## src/rtl/f1_start_monitor_pkg.sv

```systemverilog
// Shared types and thermometer-code helpers for the F1 start-light monitor.
// Pure declarations; no clocked logic, no flow control.
package f1_pkg;

    localparam int NUM_LIGHTS = 8;
    localparam int LIT_W      = 4;

    typedef enum logic [2:0] {
        IDLE,
        BUILD,
        ARMED,
        TIMING,
        RESULT,
        FAULT
    } monitor_state;

    // A thermometer code has no zero below its top set bit, so adding one carries through cleanly.
    function automatic logic is_thermo(input logic [NUM_LIGHTS-1:0] pattern);
        logic [NUM_LIGHTS-1:0] w_inc;
        w_inc = pattern + NUM_LIGHTS'(1);
        return (pattern & w_inc) == '0;
    endfunction

    function automatic logic [LIT_W-1:0] thermo_count(input logic [NUM_LIGHTS-1:0] pattern);
        logic [LIT_W-1:0] w_cnt;
        w_cnt = '0;
        for (int i = 0; i < NUM_LIGHTS; i++) begin
            if (pattern[i]) w_cnt = LIT_W'(i + 1);
        end
        return w_cnt;
    endfunction

endpackage

```

## src/rtl/f1_start_monitor_if.sv

```systemverilog
// Lights/button inputs and scoring outputs of the start monitor; master drives, slave monitors.
// Signal bundle only; no latency, no backpressure.
interface f1_start_monitor_if #(parameter int CNT_W = 16);
    import f1_pkg::*;

    logic [NUM_LIGHTS-1:0] lights_in;
    logic                  btn;
    logic                  clr;
    logic [LIT_W-1:0]      lit_count;
    logic                  busy;
    logic                  react_valid;
    logic [CNT_W-1:0]      react_time;
    logic                  jump_start;
    logic                  seq_err;

    modport master (
        output lights_in, btn, clr,
        input  lit_count, busy, react_valid, react_time, jump_start, seq_err
    );

    modport slave (
        input  lights_in, btn, clr,
        output lit_count, busy, react_valid, react_time, jump_start, seq_err
    );

endinterface

```

## src/rtl/f1_react_counter.sv

```systemverilog
// Saturating reaction-time counter with synchronous clear and count enable.
// Count visible one cycle after an enabled edge; never stalls.
module f1_react_counter #(
    parameter int CNT_W = 16
) (
    input  logic             clk,
    input  logic             rst,
    input  logic             i_clr,
    input  logic             i_en,
    output logic [CNT_W-1:0] o_cnt_inc
);

    localparam logic [CNT_W-1:0] ONE = CNT_W'(1);

    logic [CNT_W-1:0] r_cnt;
    logic [CNT_W-1:0] w_inc;

    // Holds at all-ones instead of wrapping so a slow driver reads as the maximum time.
    assign w_inc     = (&r_cnt) ? r_cnt : r_cnt + ONE;
    assign o_cnt_inc = w_inc;

    always_ff @(posedge clk) begin
        if (rst || i_clr) begin
            r_cnt <= '0;
        end else if (i_en) begin
            r_cnt <= w_inc;
        end
    end

endmodule

```

## src/rtl/f1_start_monitor.sv

```systemverilog
// Checks the start-light thermometer build-up, detects lights-out and times the driver's reaction.
// Outputs registered, one cycle after the sampling edge; no backpressure, every sample is consumed.
module f1_start_monitor
    import f1_pkg::*;
#(
    parameter int CNT_W = 16
) (
    input  logic                 clk,
    input  logic                 rst,
    f1_start_monitor_if.slave    bus
);

    monitor_state     r_state;
    monitor_state     w_next;
    logic             r_btn_q;
    logic [LIT_W-1:0] r_lit_count;
    logic [CNT_W-1:0] r_react_time;
    logic             r_react_valid;
    logic             r_jump_start;
    logic             r_seq_err;

    logic             w_press;
    logic             w_valid;
    logic [LIT_W-1:0] w_cnt;
    logic             w_cnt_clr;
    logic             w_jump;
    logic             w_react;
    logic             w_frozen;
    logic [CNT_W-1:0] w_cnt_inc;

    assign w_press  = bus.btn & ~r_btn_q;
    assign w_valid  = is_thermo(bus.lights_in);
    assign w_cnt    = thermo_count(bus.lights_in);
    assign w_frozen = (r_state == RESULT) || (r_state == FAULT);

    always_comb begin
        w_next    = r_state;
        w_cnt_clr = 1'b0;
        w_jump    = 1'b0;
        w_react   = 1'b0;
        case (r_state)
            IDLE: begin
                if (!w_valid)                  w_next = FAULT;
                else if (w_cnt == LIT_W'(1))   w_next = BUILD;
                else if (w_cnt != '0)          w_next = FAULT;
            end
            BUILD: begin
                if (w_press) begin
                    w_next = RESULT;
                    w_jump = 1'b1;
                end else if (!w_valid) begin
                    w_next = FAULT;
                end else if (w_cnt == r_lit_count + LIT_W'(1)) begin
                    if (w_cnt == LIT_W'(NUM_LIGHTS)) w_next = ARMED;
                end else if (w_cnt != r_lit_count) begin
                    w_next = FAULT;
                end
            end
            ARMED: begin
                // A press on the lights-out edge is still before the start, so it is a jump.
                if (w_press) begin
                    w_next = RESULT;
                    w_jump = 1'b1;
                end else if (bus.lights_in == '0) begin
                    w_next    = TIMING;
                    w_cnt_clr = 1'b1;
                end else if (bus.lights_in != '1) begin
                    w_next = FAULT;
                end
            end
            TIMING: begin
                if (w_press) begin
                    w_next  = RESULT;
                    w_react = 1'b1;
                end else if (bus.lights_in != '0) begin
                    w_next = FAULT;
                end
            end
            default: w_next = r_state;
        endcase
    end

    always_ff @(posedge clk) begin
        if (rst || bus.clr) r_state <= IDLE;
        else                r_state <= w_next;
    end

    always_ff @(posedge clk) begin
        if (rst || bus.clr) begin
            r_btn_q       <= 1'b0;
            r_lit_count   <= '0;
            r_react_time  <= '0;
            r_react_valid <= 1'b0;
            r_jump_start  <= 1'b0;
            r_seq_err     <= 1'b0;
        end else begin
            r_btn_q <= bus.btn;
            if (w_valid && !w_frozen) r_lit_count <= w_cnt;
            if (w_jump)               r_jump_start <= 1'b1;
            // Counter holds N-1 on the N-th edge after lights-out, so latch its incremented value.
            if (w_react) begin
                r_react_valid <= 1'b1;
                r_react_time  <= w_cnt_inc;
            end
            if (w_next == FAULT)      r_seq_err <= 1'b1;
        end
    end

    f1_react_counter #(.CNT_W(CNT_W)) u_counter (
        .clk       (clk),
        .rst       (rst),
        .i_clr     (bus.clr | w_cnt_clr),
        .i_en      (r_state == TIMING),
        .o_cnt_inc (w_cnt_inc)
    );

    assign bus.lit_count   = r_lit_count;
    assign bus.busy        = (r_state == BUILD) || (r_state == ARMED) || (r_state == TIMING);
    assign bus.react_valid = r_react_valid;
    assign bus.react_time  = r_react_time;
    assign bus.jump_start  = r_jump_start;
    assign bus.seq_err     = r_seq_err;

endmodule

```

## src/flat_wrapper.sv

```systemverilog
// flat-port wrapper written by rule: the top's interface ports become plain ports
module f1_start_monitor_flat import f1_pkg::*;
#(
    parameter int CNT_W = 16
)
  (clk, rst, bus_lights_in, bus_btn, bus_clr, bus_lit_count, bus_busy, bus_react_valid, bus_react_time, bus_jump_start, bus_seq_err);
  f1_start_monitor_if #(.CNT_W(CNT_W)) bus_i ();
  input  logic clk;
  input  logic rst;
  input wire logic [$bits(bus_i.lights_in)-1:0] bus_lights_in;
  input wire logic [$bits(bus_i.btn)-1:0] bus_btn;
  input wire logic [$bits(bus_i.clr)-1:0] bus_clr;
  output wire logic [$bits(bus_i.lit_count)-1:0] bus_lit_count;
  output wire logic [$bits(bus_i.busy)-1:0] bus_busy;
  output wire logic [$bits(bus_i.react_valid)-1:0] bus_react_valid;
  output wire logic [$bits(bus_i.react_time)-1:0] bus_react_time;
  output wire logic [$bits(bus_i.jump_start)-1:0] bus_jump_start;
  output wire logic [$bits(bus_i.seq_err)-1:0] bus_seq_err;
  assign bus_i.lights_in = bus_lights_in;
  assign bus_i.btn = bus_btn;
  assign bus_i.clr = bus_clr;
  assign bus_lit_count = bus_i.lit_count;
  assign bus_busy = bus_i.busy;
  assign bus_react_valid = bus_i.react_valid;
  assign bus_react_time = bus_i.react_time;
  assign bus_jump_start = bus_i.jump_start;
  assign bus_seq_err = bus_i.seq_err;
  f1_start_monitor #(.CNT_W(CNT_W)) u_core (.clk(clk), .rst(rst), .bus(bus_i));
endmodule
```

## config.mk

```make
export PLATFORM = sky130hd
export DESIGN_NAME = f1_start_monitor_flat
export DESIGN_NICKNAME = d
export VERILOG_FILES = /design/src/rtl/f1_start_monitor_pkg.sv /design/src/rtl/f1_start_monitor_if.sv /design/src/rtl/f1_react_counter.sv /design/src/rtl/f1_start_monitor.sv /design/src/flat_wrapper.sv
export SDC_FILE = /design/constraint.sdc
export NUM_CORES = 1
export LEC_CHECK = 0
export CORE_ASPECT_RATIO = 1.2
export CORE_MARGIN = 3
export CORE_UTILIZATION = 48
export DETAILED_ROUTE_END_ITERATION = 12
export PLACE_DENSITY = 0.82
export SLEW_MARGIN = 15
export SYNTH_ARGS = -nofsm -noshare
export SYNTH_HDL_FRONTEND = slang
export SYNTH_SLANG_ARGS = --single-unit
```

## constraint.sdc

```tcl
create_clock -name clk -period 2.5 [get_ports clk]
set_clock_uncertainty 0.2 [all_clocks]
set_input_delay 0.375 -clock clk [delete_from_list [all_inputs] [get_ports clk]]
set_output_delay 0.375 -clock clk [all_outputs]
set_load 0.05 [all_outputs]
```

Word-level counts from Yosys, hierarchy flattened
Cells that the tools add are included.
{ "totals": {"wordCells": 69, "ff_bits": 43, "inputBits": 12, "output_inout_bits": 24} }
{ "classes": {"bitwise": 4, "n_eq_ne": 11, "add_sub_neg": 3, "muxes": 29, "reduce_logical": 14} }
{ "op_table": {"columns": ["operator", "count"], "rows": [
  ["$mux W3", 17],
  ["$add A16 B1 Y16 const B", 1],
  ["$logic_not A8 Y1", 2],
  ["$mux W16", 1],
  ["$reduce_and A16 Y1", 1],
  ["$pmux W3 S4", 1],
  ["$eq A3 B3 Y1 const B", 3],
  ["$add A8 B1 Y8 const B", 1],
  ["$and A8 B8 Y8", 1],
  ["$ne A8 B8 Y1 const B", 1],
  ["$reduce_bool A8 Y1", 1],
  ["$mux W1", 7],
  ["$eq A3 B2 Y1 const B", 2],
  ["$logic_or A1 B1 Y1", 5],
  ["$add A4 B1 Y4 const B", 1],
  ["$eq A4 B1 Y1 const B", 1],
  ["$eq A4 B4 Y1", 1],
  ["$eq A4 B4 Y1 const B", 1],
  ["$mux W2", 2],
  ["$mux W4", 1],
  ["$ne A4 B4 Y1", 1],
  ["$reduce_bool A4 Y1", 1],
  ["$eq A3 B1 Y1 const B", 1],
  ["$logic_not A3 Y1", 1],
  ["other kinds (6)", 6]
]} }

Logic depth before layout (Yosys ltp)
Gate-level depths: netlist of run 1.
{ "depth": {"ltp_word": 15, "depth_mapped": 9, "depth_no_buf": 8} }

By module
From an unflattened synthesis of run 1, not the netlist that was laid out.
{ "hier_totals": {"cells_unflattened": 324, "hier_area_um2": 2567.5} }
{ "by_module_without_submodules": {"columns": ["module", "area_each_um2", "n_inst", "cells_each"], "rows": [
  ["f1_start_monitor", 1440.1, 1, 187],
  ["f1_react_counter", 1127.3, 1, 137]
]} }

Least setup slack after synthesis of run 1
OpenSTA, ideal clock, no wires.
{ "synth_path": {"kind": "flip-flop to flip-flop", "from": "reg u_core.r_lit_count[1], in the netlist u_core.bus.lit_count[1]", "to": "reg u_core.r_seq_err, in the netlist u_core.bus.seq_err", "synth_period_minus_slack_ns": 2.781, "n_path_buf": 0, "t_required_ns": 2.169, "stages_incl_launch_ff": 8, "arrival_time_ns": 2.450, "path_slack_ns": -0.281, "path_cell_list": "dfxtp_1 > ha_1 > and3b_1 > o21a_1 > a21oi_1 > or4b_4 > a2111oi_2 > o41ai_2"} }
{ "synth_via": {"elab_chain_len": 7, "word_cells_on_any_way": 9, "cone_classes": "add/sub (1); eq/ne (3); mux (5)"} }
{ "synth_lines": {"columns": ["element", "line", "source"], "rows": [
  ["start, declared", "f1_start_monitor.sv:16", "logic [LIT_W-1:0] r_lit_count;"],
  ["start signal, assigned", "f1_start_monitor.sv:98", "if (w_valid && !w_frozen) r_lit_count <= w_cnt;"],
  ["$add A4 B1 Y4 or $ne A4 B4 Y1 (tied branches)", "f1_start_monitor.sv:53, f1_start_monitor.sv:55", null],
  ["$eq A4 B4 Y1 or $mux W3 (tied branches)", "f1_start_monitor.sv:53, f1_start_monitor.sv:55", null],
  ["$mux W3 *", "f1_start_monitor.sv:53", "end else if (w_cnt == r_lit_count + LIT_W'(1)) begin"],
  ["$mux W3 *", "f1_start_monitor.sv:51", "end else if (!w_valid) begin"],
  ["$mux W3 *", "f1_start_monitor.sv:48", "if (w_press) begin"],
  ["$pmux W3 S4 *", "f1_start_monitor.sv:41", "case (r_state)"],
  ["$eq A3 B3 Y1 *", "f1_start_monitor.sv:105", "if (w_next == FAULT) r_seq_err <= 1'b1;"],
  ["end signal, assigned", "f1_start_monitor.sv:95", "r_seq_err <= 1'b0;"],
  ["end signal, assigned", "f1_start_monitor.sv:105", null],
  ["end, declared", "f1_start_monitor.sv:20", "logic r_seq_err;"]
]} }
Every way passes the cells marked *; elsewhere a longest branch is shown, timed or not.
A chain may end at the register's enable or synchronous reset.

Worst setup path in the final report of run 1
{ "layout_path": {"from": "in bus_lights_in[6]", "to": "reg u_core.r_seq_err, in the netlist u_core.bus.seq_err"} }
{ "layout_via": {"elab_chain_len": 9, "word_cells_on_any_way": 28, "cone_classes": "add/sub (1); eq/ne (6); mux (16); bitwise (1); reduce/logical (4)"} }
{ "layout_lines": {"columns": ["element", "line", "source"], "rows": [
  ["start, declared", "flat_wrapper.sv:10", "input wire logic [$bits(bus_i.lights_in)-1:0] bus_lights_in;"],
  ["parallel branches: the longest is 7 deep, another holds $add A8 B1 Y8", null, null],
  ["$pmux W3 S4 *", "f1_start_monitor.sv:41", null],
  ["$eq A3 B3 Y1 *", "f1_start_monitor.sv:105", null]
]} }
Every way passes the cells marked *.

==> results of run 1 <==
## metal layers
metal,track usage,up-vias
met3,0.0379,11
met2,0.379,54
li1,-,1109
met5,0,-
met4,0.0840,0
met1,0.237,1034
## placed cells by master (no fill, tap or decap), types with 4 or more instances in the layout
cell             synthesis  routed
nand2b_1                 4       4
a31oi_1                  4       4
a21oi_1                 20      19
clkbuf_8                 0       5
o21ai_0                  8       8
nor2_1                  50      49
dfxtp_1                 43      40
xnor2_1                 10       9
nor3_1                   5       5
xor2_1                  20      20
nand3_1                 18      17
a211oi_1                 6       6
nand2_1                 32      32
clkdlybuf4s50_1          0      30
buf_4                    0      29
and3_1                   7       7
dlygate4sd2_1            0       4
mux2i_1                  5       5
## cell families (layout without fill, tap and decap cells)
logic type,after synthesis,in the layout,share of synthesized area
flip-flops,43,43,0.376
multiplexers,6,6,0.0268
AO/OA/AOI/OAI,54,54,0.159
buffers and inverters,14,75,0.0246
AND/OR/NAND/NOR,137,137,0.288
adder cells (fa/ha/maj),2,2,0.0109
XOR/XNOR,30,30,0.115
## through the flow
stage                     power [mW]  std cells  setup slack, ns  cell area, µm²  utilization
after detailed placement       0.839        395           -0.404            2890        0.653
after global routing            1.40        403         -0.00690            3050        0.689
after CTS                       1.36        403         0.000265            3010        0.680
final                           1.35        403           0.0735            3050        0.689
after floorplan                0.771        286           0.0305            2300            -
after global placement         0.837        395           -0.354            2890        0.653
## registers in the layout, indices dropped and copies added, names as in the netlist
signal and cells:
u_core.bus.seq_err 1, u_core.bus.react_time 16, u_core.bus.react_valid 1, u_core.bus.lit_count 4, u_core.bus.jump_start 1, u_core.r_btn_q 1, u_core.u_counter.r_cnt 16, u_core.r_state 3
## layout make-up
| class | count | area [µm²] |
|---|---|---|
| multi-input combinational | 229 | 1430 |
| fill | 358 | 1370 |
| sequential | 43 | 870 |
| timing repair buffer | 64 | 566 |
| clock buffer | 7 | 76.3 |
| tap | 56 | 70.1 |
| clock inverter | 1 | 30.0 |
| inverter | 3 | 11.3 |
## critical path: cells and delay by family
kind / cells / cell delay (ns)
and+or+nand+nor: 1 / 0.55
buffers and inverters: 3 / 0.74
xor gates and xnor gates: 1 / 0.09
AOI/OAI and AO/OA: 3 / 0.63
## power by group
group	switching [mW]	total, mW	internal [mW]
sequential	0.00436	0.691	0.687
clock	0.227	0.526	0.299
combinational	0.0734	0.136	0.0626
## worst min path at each step
stage                                             to  slack (ns)  cells past startpoint
after floorplan           u_core.u_counter.r_cnt[15]        0.27                      2
after global placement      u_core.bus.react_time[0]        0.24                      2
after detailed placement    u_core.bus.react_time[4]        0.24                      2
after CTS                   u_core.bus.react_time[4]        0.25                      2
after global routing        u_core.bus.react_time[4]        0.28                      2
final                       u_core.bus.react_time[0]        0.25                      2
## timing repair
item,CTS,global route
setup buffers,0,0
hold buffers,0,0
endpoints found under the setup margin,2,13
gates resized for setup,6,8
pin swaps,7,1
==> impl_summary.log, run 1 <==
[metrics] summed negative setup slack over all endpoints: 0 ns
[metrics] worst-path maximum fanout: 3
[metrics] crit-path cells: clkdlybuf4s50_1 -> buf_4 -> inv_1 -> a21oi_2 -> xor2_1 -> or4b_4 -> a2111oi_4 -> o41ai_2
[metrics] mapped cell area: 0.00229 mm²
[metrics] top cells by count, synth: 50 x nor2_1, 43 x dfxtp_1, 32 x nand2_1
[metrics] result of the run: completed
[metrics] total half-perimeter wirelength after legalization and detailed placement: 4070 µm
[metrics] wire length of the first global-routing pass: 9570 µm
[metrics] library cell used as clock root buffer: clkbuf_8
[metrics] leakage: 1.12 nW
[metrics] count of nets left with antenna violations after detail routing: 0
[metrics] maximum level of the CTS H-tree: 2
[metrics] number of hold violations in the final report: 0
[metrics] antenna diode count: 0
[metrics] Detail Route met2 WL: 2870 µm
[metrics] clock buffer count from CTS: 5
[metrics] detail-routed via count per cell: 5.48
[metrics] Ports: 36
[metrics] worst hold start: u_core.bus.react_time[0]
[metrics] cell type with the highest aggregate area in the netlist: dfxtp_1
[metrics] Worst setup SP type: primary input
[metrics] main flop type after synthesis: dfxtp_1
[metrics] TritonCTS clock tree: yes
[metrics] TritonCTS Sinks: 43
[metrics] destination of the critical timing path: u_core.bus.seq_err
[metrics] Worst Tran Pin Value: 0.693 ns
[metrics] worst hold slack across all endpoints: 0.254 ns
[metrics] initial antenna violation count: 0
[metrics] Worst setup EP type: register
[metrics] PwrDens: 444 mW/mm²
[metrics] max_cap viols: 0
[metrics] portion of synthesized cell area occupied by the leading cell type: 0.376
[metrics] die extent in y: 81.6 µm
[metrics] area overhead of the layout relative to synthesis: 33.4%
[metrics] RR Startpoint: u_core.bus.lit_count[0]
[metrics] launching instance or port of the critical path: bus_lights_in[6]
[metrics] post-DR wirelength/cell: 13.9 µm
[metrics] capture instance of the worst register-to-register path: u_core.bus.seq_err
[metrics] total grt overflow: 0
[metrics] total routing resource utilization after global routing: 0.206
[metrics] number of instances in the synthesized netlist: 286
[metrics] number of port buffers: 35
[metrics] area inside the core boundary: 0.00442 mm²
[metrics] Initial Util: 0.517
[metrics] area enclosed by the die boundary: 0.00563 mm²
[metrics] cell type of the slowest stage on the worst timing path: or4b_4
[metrics] fraction of final layout cells sized beyond drive strength 1: 0.167
[metrics] Pre-Repair DR Iteration Count: 4
[metrics] Max Fclk: 412 MHz
[metrics] required time of the critical path: 2.47 ns
[metrics] most repeated cell in the gate-level netlist after synthesis: nor2_1
[metrics] wire length after detailed routing: 5590 µm
[metrics] starting DRC count in detailed routing: 107
[metrics] # rows: 26
[metrics] Nets: 360
[metrics] number of warnings issued by yosys: 0
[metrics] total vias in the final route: 2208
[metrics] pin count of the biggest net entering global routing: 28
[metrics] arrival time worst endpoint: 2.39 ns
[metrics] vias in the first global route: 2083
[metrics] Worst VDD drop: 0.299 mV
[metrics] critical path class: in2reg
[metrics] Clock Latency Late Sink: 0.29 ns
[metrics] uppermost routed layer: met4
[metrics] DRC violations left: 0
[metrics] FF+latch count, synth: 43
[metrics] class of the tightest hold or removal check: reg2reg
[metrics] async set or reset register ratio after synthesis: 0
[metrics] headroom to the max-slew limit: 0.537
[metrics] sequential cell area fraction in the yosys report: 0.376
[metrics] horizontal die dimension: 69.0 µm
[metrics] synthesized area per cell: 8.00 µm²
[metrics] met3 WL: 203 µm
[metrics] distinct cell type count after synthesis: 44
[metrics] register-to-register setup slack: 0.16 ns
[metrics] Period minus WS final: 2.43 ns
[metrics] maximum number of buffers from clock root to sink: 2
[metrics] clock transition at the registers of the reported paths: 0.08 ns
[metrics] final count of pins violating max slew: 0
[metrics] CP max stage delay: 0.55 ns
[metrics] count of cells along the worst register-to-register path: 8
[metrics] routed length on met1: 2400 µm
[metrics] Post-synth EDFFs: 0
[metrics] net count after synthesis: 300
[metrics] final number of setup-violating endpoints: 0
[metrics] unrepaired setup endpoints after global routing: true
[metrics] GPL Wtd Cong: 0.897
[metrics] post-route clock period utilization: 0.971
[metrics] cell types with the largest area share after synthesis: dfxtp_1 38%, nor2_1 8.2%, xor2_1 7.7%
Note: power is estimated with default switching activity, not from simulation.
==> inputs of run 2 (changes only) <==
--- a/config.mk
+++ b/config.mk
@@ -5,11 +5,13 @@
 export SDC_FILE = /design/constraint.sdc
 export NUM_CORES = 1
 export LEC_CHECK = 0
+export ABC_AREA = 1
 export CORE_ASPECT_RATIO = 1.2
 export CORE_MARGIN = 3
-export CORE_UTILIZATION = 48
+export CORE_UTILIZATION = 49
 export DETAILED_ROUTE_END_ITERATION = 12
-export PLACE_DENSITY = 0.82
+export HOLD_SLACK_MARGIN = 0.1
+export PLACE_DENSITY = 0.83
 export SLEW_MARGIN = 15
 export SYNTH_ARGS = -nofsm -noshare
 export SYNTH_HDL_FRONTEND = slang
==> run 2 against run 1 <==
Against the previous run: utilization shrank 5.6 points; combinational power is 14% lower; sequential power up 0.7%.
==> impl_summary.log, run 2 <==
[metrics] Initial Util: 0.523 (+0.00555)
[metrics] DRC violations left: 0 (unchanged)
[metrics] max_cap viols: 0 (unchanged)
[metrics] headroom to the max-slew limit: 0.654 (+0.117)
[metrics] total half-perimeter wirelength after legalization and detailed placement: 4260 µm (+4.8%)
[metrics] required time of the critical path: 1.92 ns (-0.55 ns)
[metrics] final count of pins violating max slew: 0 (unchanged)
[metrics] cell type with the highest aggregate area in the netlist: dfxtp_1
[metrics] cell types with the largest area share after synthesis: dfxtp_1 35%, nand2_1 9.5%, a21oi_1 8.0%
[metrics] arrival time worst endpoint: 1.74 ns (-0.65 ns)
[metrics] maximum level of the CTS H-tree: 2 (unchanged)
[metrics] mapped cell area: 0.00245 mm² (+7.3%)
[metrics] portion of synthesized cell area occupied by the leading cell type: 0.351 (-0.0255)
[metrics] clock buffer count from CTS: 5 (unchanged)
[metrics] number of warnings issued by yosys: 0 (unchanged)
[metrics] Clock Latency Late Sink: 0.30 ns (about the same)
[metrics] area inside the core boundary: 0.00470 mm² (+6.1%)
[metrics] distinct cell type count after synthesis: 41 (-6.8%)
[metrics] fraction of final layout cells sized beyond drive strength 1: 0.149 (-0.0177)
[metrics] synthesized area per cell: 7.03 µm² (-12%)
[metrics] main flop type after synthesis: dfxtp_1
[metrics] async set or reset register ratio after synthesis: 0 (unchanged)
[metrics] pin count of the biggest net entering global routing: 31 (+11%)
[metrics] antenna diode count: 0 (unchanged)
[metrics] net count after synthesis: 363 (+21%)
[metrics] leakage: 1.23 nW (+10%)
[metrics] sequential cell area fraction in the yosys report: 0.351 (-0.0255)
[metrics] die extent in y: 83.5 µm (+2.3%)
[metrics] FF+latch count, synth: 43 (unchanged)
[metrics] worst-path maximum fanout: 5 (+2)
[metrics] unrepaired setup endpoints after global routing: false
[metrics] Max Fclk: 432 MHz (+4.8%)
[metrics] number of buffers added for setup after CTS: 0 (unchanged)
[metrics] library cell used as clock root buffer: clkbuf_8
[metrics] quantity of gates resized following cts: 0 (-6)
[metrics] starting DRC count in detailed routing: 107 (unchanged)
[metrics] count of hold-fix buffers inserted at cts: 0 (unchanged)
[metrics] post-route insts no fill: 446 (+11%)
[metrics] area overhead of the layout relative to synthesis: 21.3%
[metrics] number of hold violations in the final report: 0 (unchanged)
[metrics] Post-synth EDFFs: 0 (unchanged)
[metrics] total grt overflow: 0 (unchanged)
[metrics] number of port buffers: 35 (unchanged)
[metrics] post-DR wirelength/cell: 12.5 µm (-9.6%)
[metrics] Pre-Repair DR Iteration Count: 4 (unchanged)
[metrics] # rows: 27 (+3.8%)
[metrics] total routing resource utilization after global routing: 0.195 (-0.0110)
[metrics] TritonCTS Sinks: 43 (unchanged)
[metrics] highest-count cells in the layout ignoring fill and taps: 62 x nand2_1, 43 x dfxtp_1, 39 x a21oi_1
[metrics] most common cell after layout, fill and taps aside: nand2_1
[metrics] total vias in the final route: 2358 (+6.8%)
[metrics] Period minus WS final: 2.32 ns (-0.110 ns)
[metrics] vias in the first global route: 2244 (+7.7%)
[metrics] class of the tightest hold or removal check: reg2reg
[metrics] Nets: 402 (+12%)
[metrics] critical path class: reg2out
[metrics] most repeated cell in the gate-level netlist after synthesis: nand2_1
[metrics] wire length of the first global-routing pass: 9620 µm (+0.50%)
[metrics] result of the run: completed
[metrics] PwrDens: 423 mW/mm² (-4.6%)
[metrics] GPL Wtd Cong: 0.859 (-4.2%)
[metrics] TritonCTS clock tree: yes
[metrics] initial antenna violation count: 0 (unchanged)
[metrics] dpl cells: 439 (+11%)
[metrics] number of instances in the synthesized netlist: 349 (+22%)
[metrics] Worst setup SP type: register
[metrics] Worst Tran Pin Value: 0.517 ns (-0.175 ns)
[metrics] Layout fillers: 404 (+13%)
[metrics] share of the core filled with cells: 0.634 (-0.0559)
[metrics] Worst setup EP type: primary output
[metrics] Ports: 36 (unchanged)
[metrics] Worst VDD drop: 0.329 mV (+10%)
[metrics] area enclosed by the die boundary: 0.00590 mm² (+4.7%)
[metrics] summed negative setup slack over all endpoints: 0 ns (unchanged)
[metrics] final number of setup-violating endpoints: 0 (unchanged)
[metrics] maximum number of buffers from clock root to sink: 2 (unchanged)
[metrics] post-route clock period utilization: 0.927 (-0.0440)
[metrics] horizontal die dimension: 70.6 µm (+2.3%)
[metrics] detail-routed via count per cell: 5.29 (-3.5%)
[metrics] top cells by count, synth: 62 x nand2_1, 43 x dfxtp_1, 39 x a21oi_1
[metrics] clock transition at the registers of the reported paths: 0.08 ns (about the same)
[metrics] count of nets left with antenna violations after detail routing: 0 (unchanged)
[metrics] wire length after detailed routing: 5600 µm (about the same)
run 2: area by class of cell:
cell class | count | area, µm² | share of cell area
clock buffers | 6 | 82.6 | 0.0278
clock inverters | 1 | 5.00 | 0.00168
inverters | 50 | 191 | 0.0643
multi-input cells | 248 | 1360 | 0.458
flip-flops and latches | 43 | 861 | 0.289
well taps | 58 | 72.6 | 0.0244
repair buffers | 40 | 400 | 0.135
run 2: metal layers:
metal | share of wire | vias to the layer above | track usage
met3 | 0.047 | 8 | 0.0349
met1 | 0.42 | 1065 | 0.226
li1 | - | 1226 | -
met5 | 0 | - | 0
met2 | 0.52 | 59 | 0.351
met4 | 0.014 | 0 | 0.0769
run 2: worst paths after layout:
kind / slack (ns) / startpoint / cells after the start / end
worst max-delay path: 0.18 / u_core.r_state[0] / 3 / bus_busy
worst min-delay path: 0.27 / u_core.bus.react_valid / 2 / u_core.bus.react_valid
worst max register to register: 0.47 / u_core.u_counter.r_cnt[0] / 10 / u_core.u_counter.r_cnt[9]
worst min register to register: 0.27 / u_core.bus.react_valid / 2 / u_core.bus.react_valid
run 2: cell families after synthesis:
kind of cell	synth area share
compound gates	0.186
buf+inv	0.0938
xor+xnor	0.0423
flops	0.351
fa+ha+maj	0.0102
simple gates	0.317
run 2: critical path: stages (launching register included):
cell,delay (ns)
dfxtp_1,0.42
nor2_1,0.08
nor2_1,0.12
clkdlybuf4s50_1,0.82
run 2: power breakdown:
part / switching [mW] / internal, mW
combinational: 0.0721 / 0.0448
clock: 0.229 / 0.217
sequential: 0.00657 / 0.689
run 2: stage by stage:
step                      setup slack (ns)  cell area [µm²]  power [mW]  hold slack (ns)
after global placement             -0.0114             2890       0.827            0.251
final                                0.184             2980        1.26            0.274
after CTS                            0.187             2980        1.27            0.279
after detailed placement           -0.0482             2890       0.828            0.262
after floorplan                      0.456             2450       0.782            0.290
after global routing                0.0840             2980        1.31            0.310
==> inputs of run 3 (changes only) <==
--- a/config.mk
+++ b/config.mk
@@ -12,7 +12,9 @@
 export DETAILED_ROUTE_END_ITERATION = 12
 export HOLD_SLACK_MARGIN = 0.1
 export PLACE_DENSITY = 0.83
+export REMOVE_ABC_BUFFERS = 1
 export SLEW_MARGIN = 15
 export SYNTH_ARGS = -nofsm -noshare
 export SYNTH_HDL_FRONTEND = slang
+export SYNTH_HIERARCHICAL = 1
 export SYNTH_SLANG_ARGS = --single-unit
==> run 3 against run 2 <==
Against the previous run: sequential share of layout area shrank 1.3 points; synthesized cell count increased by 15%; non-clock buffer count increased by 3; routed wire length is 5.8% higher; critical path depth grew 14; area after synthesis increased by 5.2%.
==> impl_summary.log, run 3 <==
[metrics] sequential cell fraction of total power: 0.501 (-0.052)
[metrics] worst hold slack across all endpoints: 0.257 ns (-0.0172 ns)
[metrics] worst-path maximum fanout: 13 (+8)
[metrics] final number of setup-violating endpoints: 0 (unchanged)
[metrics] headroom to the max-slew limit: 0.665 (+0.0115)
[metrics] post-place instance area: 0.00300 mm² (+3.9%)
[metrics] maximum number of buffers from clock root to sink: 2 (unchanged)
[metrics] number of instances in the synthesized netlist: 401 (+15%)
[metrics] initial antenna violation count: 0 (unchanged)
[metrics] PwrDens: 449 mW/mm² (+6.0%)
[metrics] async set or reset register ratio after synthesis: 0 (unchanged)
[metrics] top cells by count, synth: 80 x nand2_1, 79 x nor2_1, 49 x inv_1
[metrics] post-DR wirelength/cell: 11.8 µm (-5.9%)
[metrics] distinct cell type count after synthesis: 34 (-17%)
[metrics] power dissipated by switching net loads: 348 µW (+13%)
[metrics] Nets: 454 (+13%)
[metrics] result of the run: completed
[metrics] class of the tightest hold or removal check: reg2reg
[metrics] leakage: 1.44 nW (+17%)
[metrics] combinational power share: 0.111 (+0.018)
[metrics] wire length after detailed routing: 5920 µm (+5.8%)
[metrics] area overhead of the layout relative to synthesis: 20.7%
[metrics] TritonCTS clock tree: yes
[metrics] Max Fclk: 460 MHz (+6.6%)
[metrics] count of nets left with antenna violations after detail routing: 0 (unchanged)
[metrics] Ports: 36 (unchanged)
[metrics] unrepaired setup endpoints after global routing: false
[metrics] area inside the core boundary: 0.00501 mm² (+6.7%)
[metrics] library cell used as clock root buffer: clkbuf_8
[metrics] Worst VDD drop: 0.396 mV (+20%)
[metrics] Period minus WS final: 2.17 ns (-0.143 ns)
[metrics] vias in the first global route: 2496 (+11%)
[metrics] cell types with the largest area share after synthesis: dfxtp_1 33%, nand2_1 12%, nor2_1 11%
[metrics] total grt overflow: 0 (unchanged)
[metrics] Layout fillers: 491 (+22%)
[metrics] synthesized area per cell: 6.43 µm² (-8.5%)
[metrics] most common cell after layout, fill and taps aside: nand2_1
[metrics] FF+latch count, synth: 43 (unchanged)
[metrics] number of port buffers: 35 (unchanged)
[metrics] main flop type after synthesis: dfxtp_1
[metrics] Clock Latency Late Sink: 0.30 ns (about the same)
[metrics] starting DRC count in detailed routing: 141 (+32%)
[metrics] total vias in the final route: 2606 (+11%)
[metrics] area enclosed by the die boundary: 0.00618 mm² (+4.7%)
[metrics] pin count of the biggest net entering global routing: 23 (-26%)
[metrics] clock buffer count from CTS: 5 (unchanged)
[metrics] total routing resource utilization after global routing: 0.208 (+0.0124)
[metrics] Worst Tran Pin Value: 0.501 ns (-0.0164 ns)
[metrics] required time of the critical path: 2.50 ns (+0.58 ns)
[metrics] # rows: 28 (+3.7%)
[metrics] die extent in y: 85.5 µm (+2.4%)
[metrics] cell internal power dissipation: 1.05 mW (+10%)
[metrics] wire length of the first global-routing pass: 10400 µm (+8.6%)
[metrics] number of buffers added for setup after CTS: 0 (unchanged)
[metrics] critical path class: in2reg
[metrics] switching portion of total power: 0.249 (+0.00421)
[metrics] GPL Wtd Cong: 0.921 (+7.2%)
[metrics] most repeated cell in the gate-level netlist after synthesis: nand2_1
[metrics] clock transition at the registers of the reported paths: 0.08 ns (about the same)
[metrics] max_cap viols: 0 (unchanged)
[metrics] fraction of final layout cells sized beyond drive strength 1: 0.113 (-0.0361)
[metrics] Post-synth EDFFs: 0 (unchanged)
[metrics] Worst setup EP type: register
[metrics] horizontal die dimension: 72.2 µm (+2.3%)
[metrics] cell type with the highest aggregate area in the netlist: dfxtp_1
[metrics] highest-count cells in the layout ignoring fill and taps: 80 x nand2_1, 79 x nor2_1, 49 x inv_1
[metrics] maximum level of the CTS H-tree: 2 (unchanged)
[metrics] Worst setup SP type: primary input
[metrics] mapped cell area: 0.00258 mm² (+5.2%)
[metrics] detail-routed via count per cell: 5.20 (-1.6%)
[metrics] Pre-Repair DR Iteration Count: 4 (unchanged)
[metrics] final count of pins violating max slew: 0 (unchanged)
[metrics] arrival time worst endpoint: 2.18 ns (+0.44 ns)
[metrics] final cell area excluding filler cells: 0.00311 mm² (+4.7%)
[metrics] antenna diode count: 0 (unchanged)
[metrics] DRC violations left: 0 (unchanged)
[metrics] post-route clock period utilization: 0.869 (-0.0573)
[metrics] Initial Util: 0.515 (-0.00753)
[metrics] TritonCTS Sinks: 43 (unchanged)
[metrics] number of warnings issued by yosys: 6 (+6)
[metrics] sequential cell area fraction in the yosys report: 0.334 (-0.0172)
[metrics] portion of synthesized cell area occupied by the leading cell type: 0.334 (-0.0172)
[metrics] summed negative setup slack over all endpoints: 0 ns (unchanged)
[metrics] total half-perimeter wirelength after legalization and detailed placement: 4470 µm (+4.9%)
[metrics] number of hold violations in the final report: 0 (unchanged)
[metrics] portion of total power attributed to the clock network: 0.388 (+0.034)
## run 3: cell count changes in the layout (fill, tap and decap cells not counted), moves of 4 or more
cell     previous run  this run
o21ai_1             8         3
inv_2              15         3
o21ai_0            28        37
nand2_1            62        80
xor2_1              8         3
inv_1              31        49
a21oi_1            39        19
nor2_1             37        79
nand2_2             3        10
buf_4               4         8
nand3_2             2        10
## run 3: power by group through the flow
| stage | clock (mW) | sequential, mW | combinational, mW |
|---|---|---|---|
| floorplan | 0 | 0.724 | 0.0864 |
| global placement | 0 | 0.716 | 0.151 |
| detailed placement | 0 | 0.716 | 0.153 |
| CTS | 0.556 | 0.700 | 0.155 |
| global route | 0.582 | 0.702 | 0.175 |
| finish | 0.542 | 0.700 | 0.155 |
## run 3: cells by family (layout without fill, tap and decap cells)
| kind of cell | after synthesis | count (layout) | share of synthesized area |
|---|---|---|---|
| compound gates | 66 | 66 | 0.136 |
| xor+xnor | 7 | 7 | 0.0238 |
| fa+ha+maj | 2 | 2 | 0.00970 |
| buf+inv | 65 | 105 | 0.105 |
| flops | 43 | 43 | 0.334 |
| simple gates | 218 | 218 | 0.392 |
## run 3: path summary, 6_finish.rpt
| path | start | end | slack, ns | depth (start not counted) |
|---|---|---|---|---|
| worst max-delay path | bus_lights_in[7] | u_core/bus.seq_err | 0.33 | 17 |
| worst min register to register | u_core/bus.seq_err | u_core/bus.seq_err | 0.26 | 2 |
| worst min-delay path | u_core/bus.seq_err | u_core/bus.seq_err | 0.26 | 2 |
| worst max register to register | u_core/u_counter/r_cnt[0] | u_core/bus.react_time[6] | 0.39 | 11 |
## run 3: cell type report
type / instances / area [µm²] / share of cell area
Clock buffer: 5 / 68.8 / 0.0221
Tap cell: 60 / 75.1 / 0.0241
Clock inverter: 3 / 43.8 / 0.0141
Timing Repair Buffer: 43 / 413 / 0.133
Inverter: 54 / 205 / 0.0659
Multi-Input combinational cell: 293 / 1450 / 0.465
Sequential cell: 43 / 861 / 0.276
## run 3: stage by stage
| stage | std cells | util | power (mW) | setup WS [ns] |
|---|---|---|---|---|
| finish | 501 | 0.622 | 1.40 | 0.327 |
| global route | 501 | 0.622 | 1.46 | 0.124 |
| floorplan | 390 | - | 0.811 | 0.235 |
| detailed placement | 493 | 0.599 | 0.869 | 0.0179 |
| global placement | 493 | 0.599 | 0.867 | 0.0708 |
| CTS | 501 | 0.621 | 1.41 | 0.0693 |
## run 3: repair_timing
| action | 4_1_cts | 5_1_grt |
|---|---|---|
| hold buffers | 0 | 0 |
| setup endpoints to repair | 0 | 1 |
| resized for setup | 0 | 1 |
## run 3: critical path, cell delays in order
cell and delay, ns:
clkdlybuf4s50_1 0.58, inv_2 0.16, nand2_2 0.11, nand2_2 0.06, nand2_1 0.05, nand2_1 0.05, nand3b_4 0.14, nor2_2 0.11
nand2_1 0.09, nand2_1 0.06, nand2_1 0.05, nand2_1 0.08, nand2_1 0.05, nand2_1 0.09, inv_1 0.04, nand2_1 0.05
nand2_1 0.04
## run 3: routing by layer
metal  vias to the layer above  global-route usage  part of all wire  wire [µm]
met5                         -                   0                 0          0
li1                       1353                   -                 -          -
met2                        49               0.379              0.53       3120
met4                         0              0.0786             0.018        106
met3                        10              0.0391             0.036        213
met1                      1194               0.234              0.42       2480
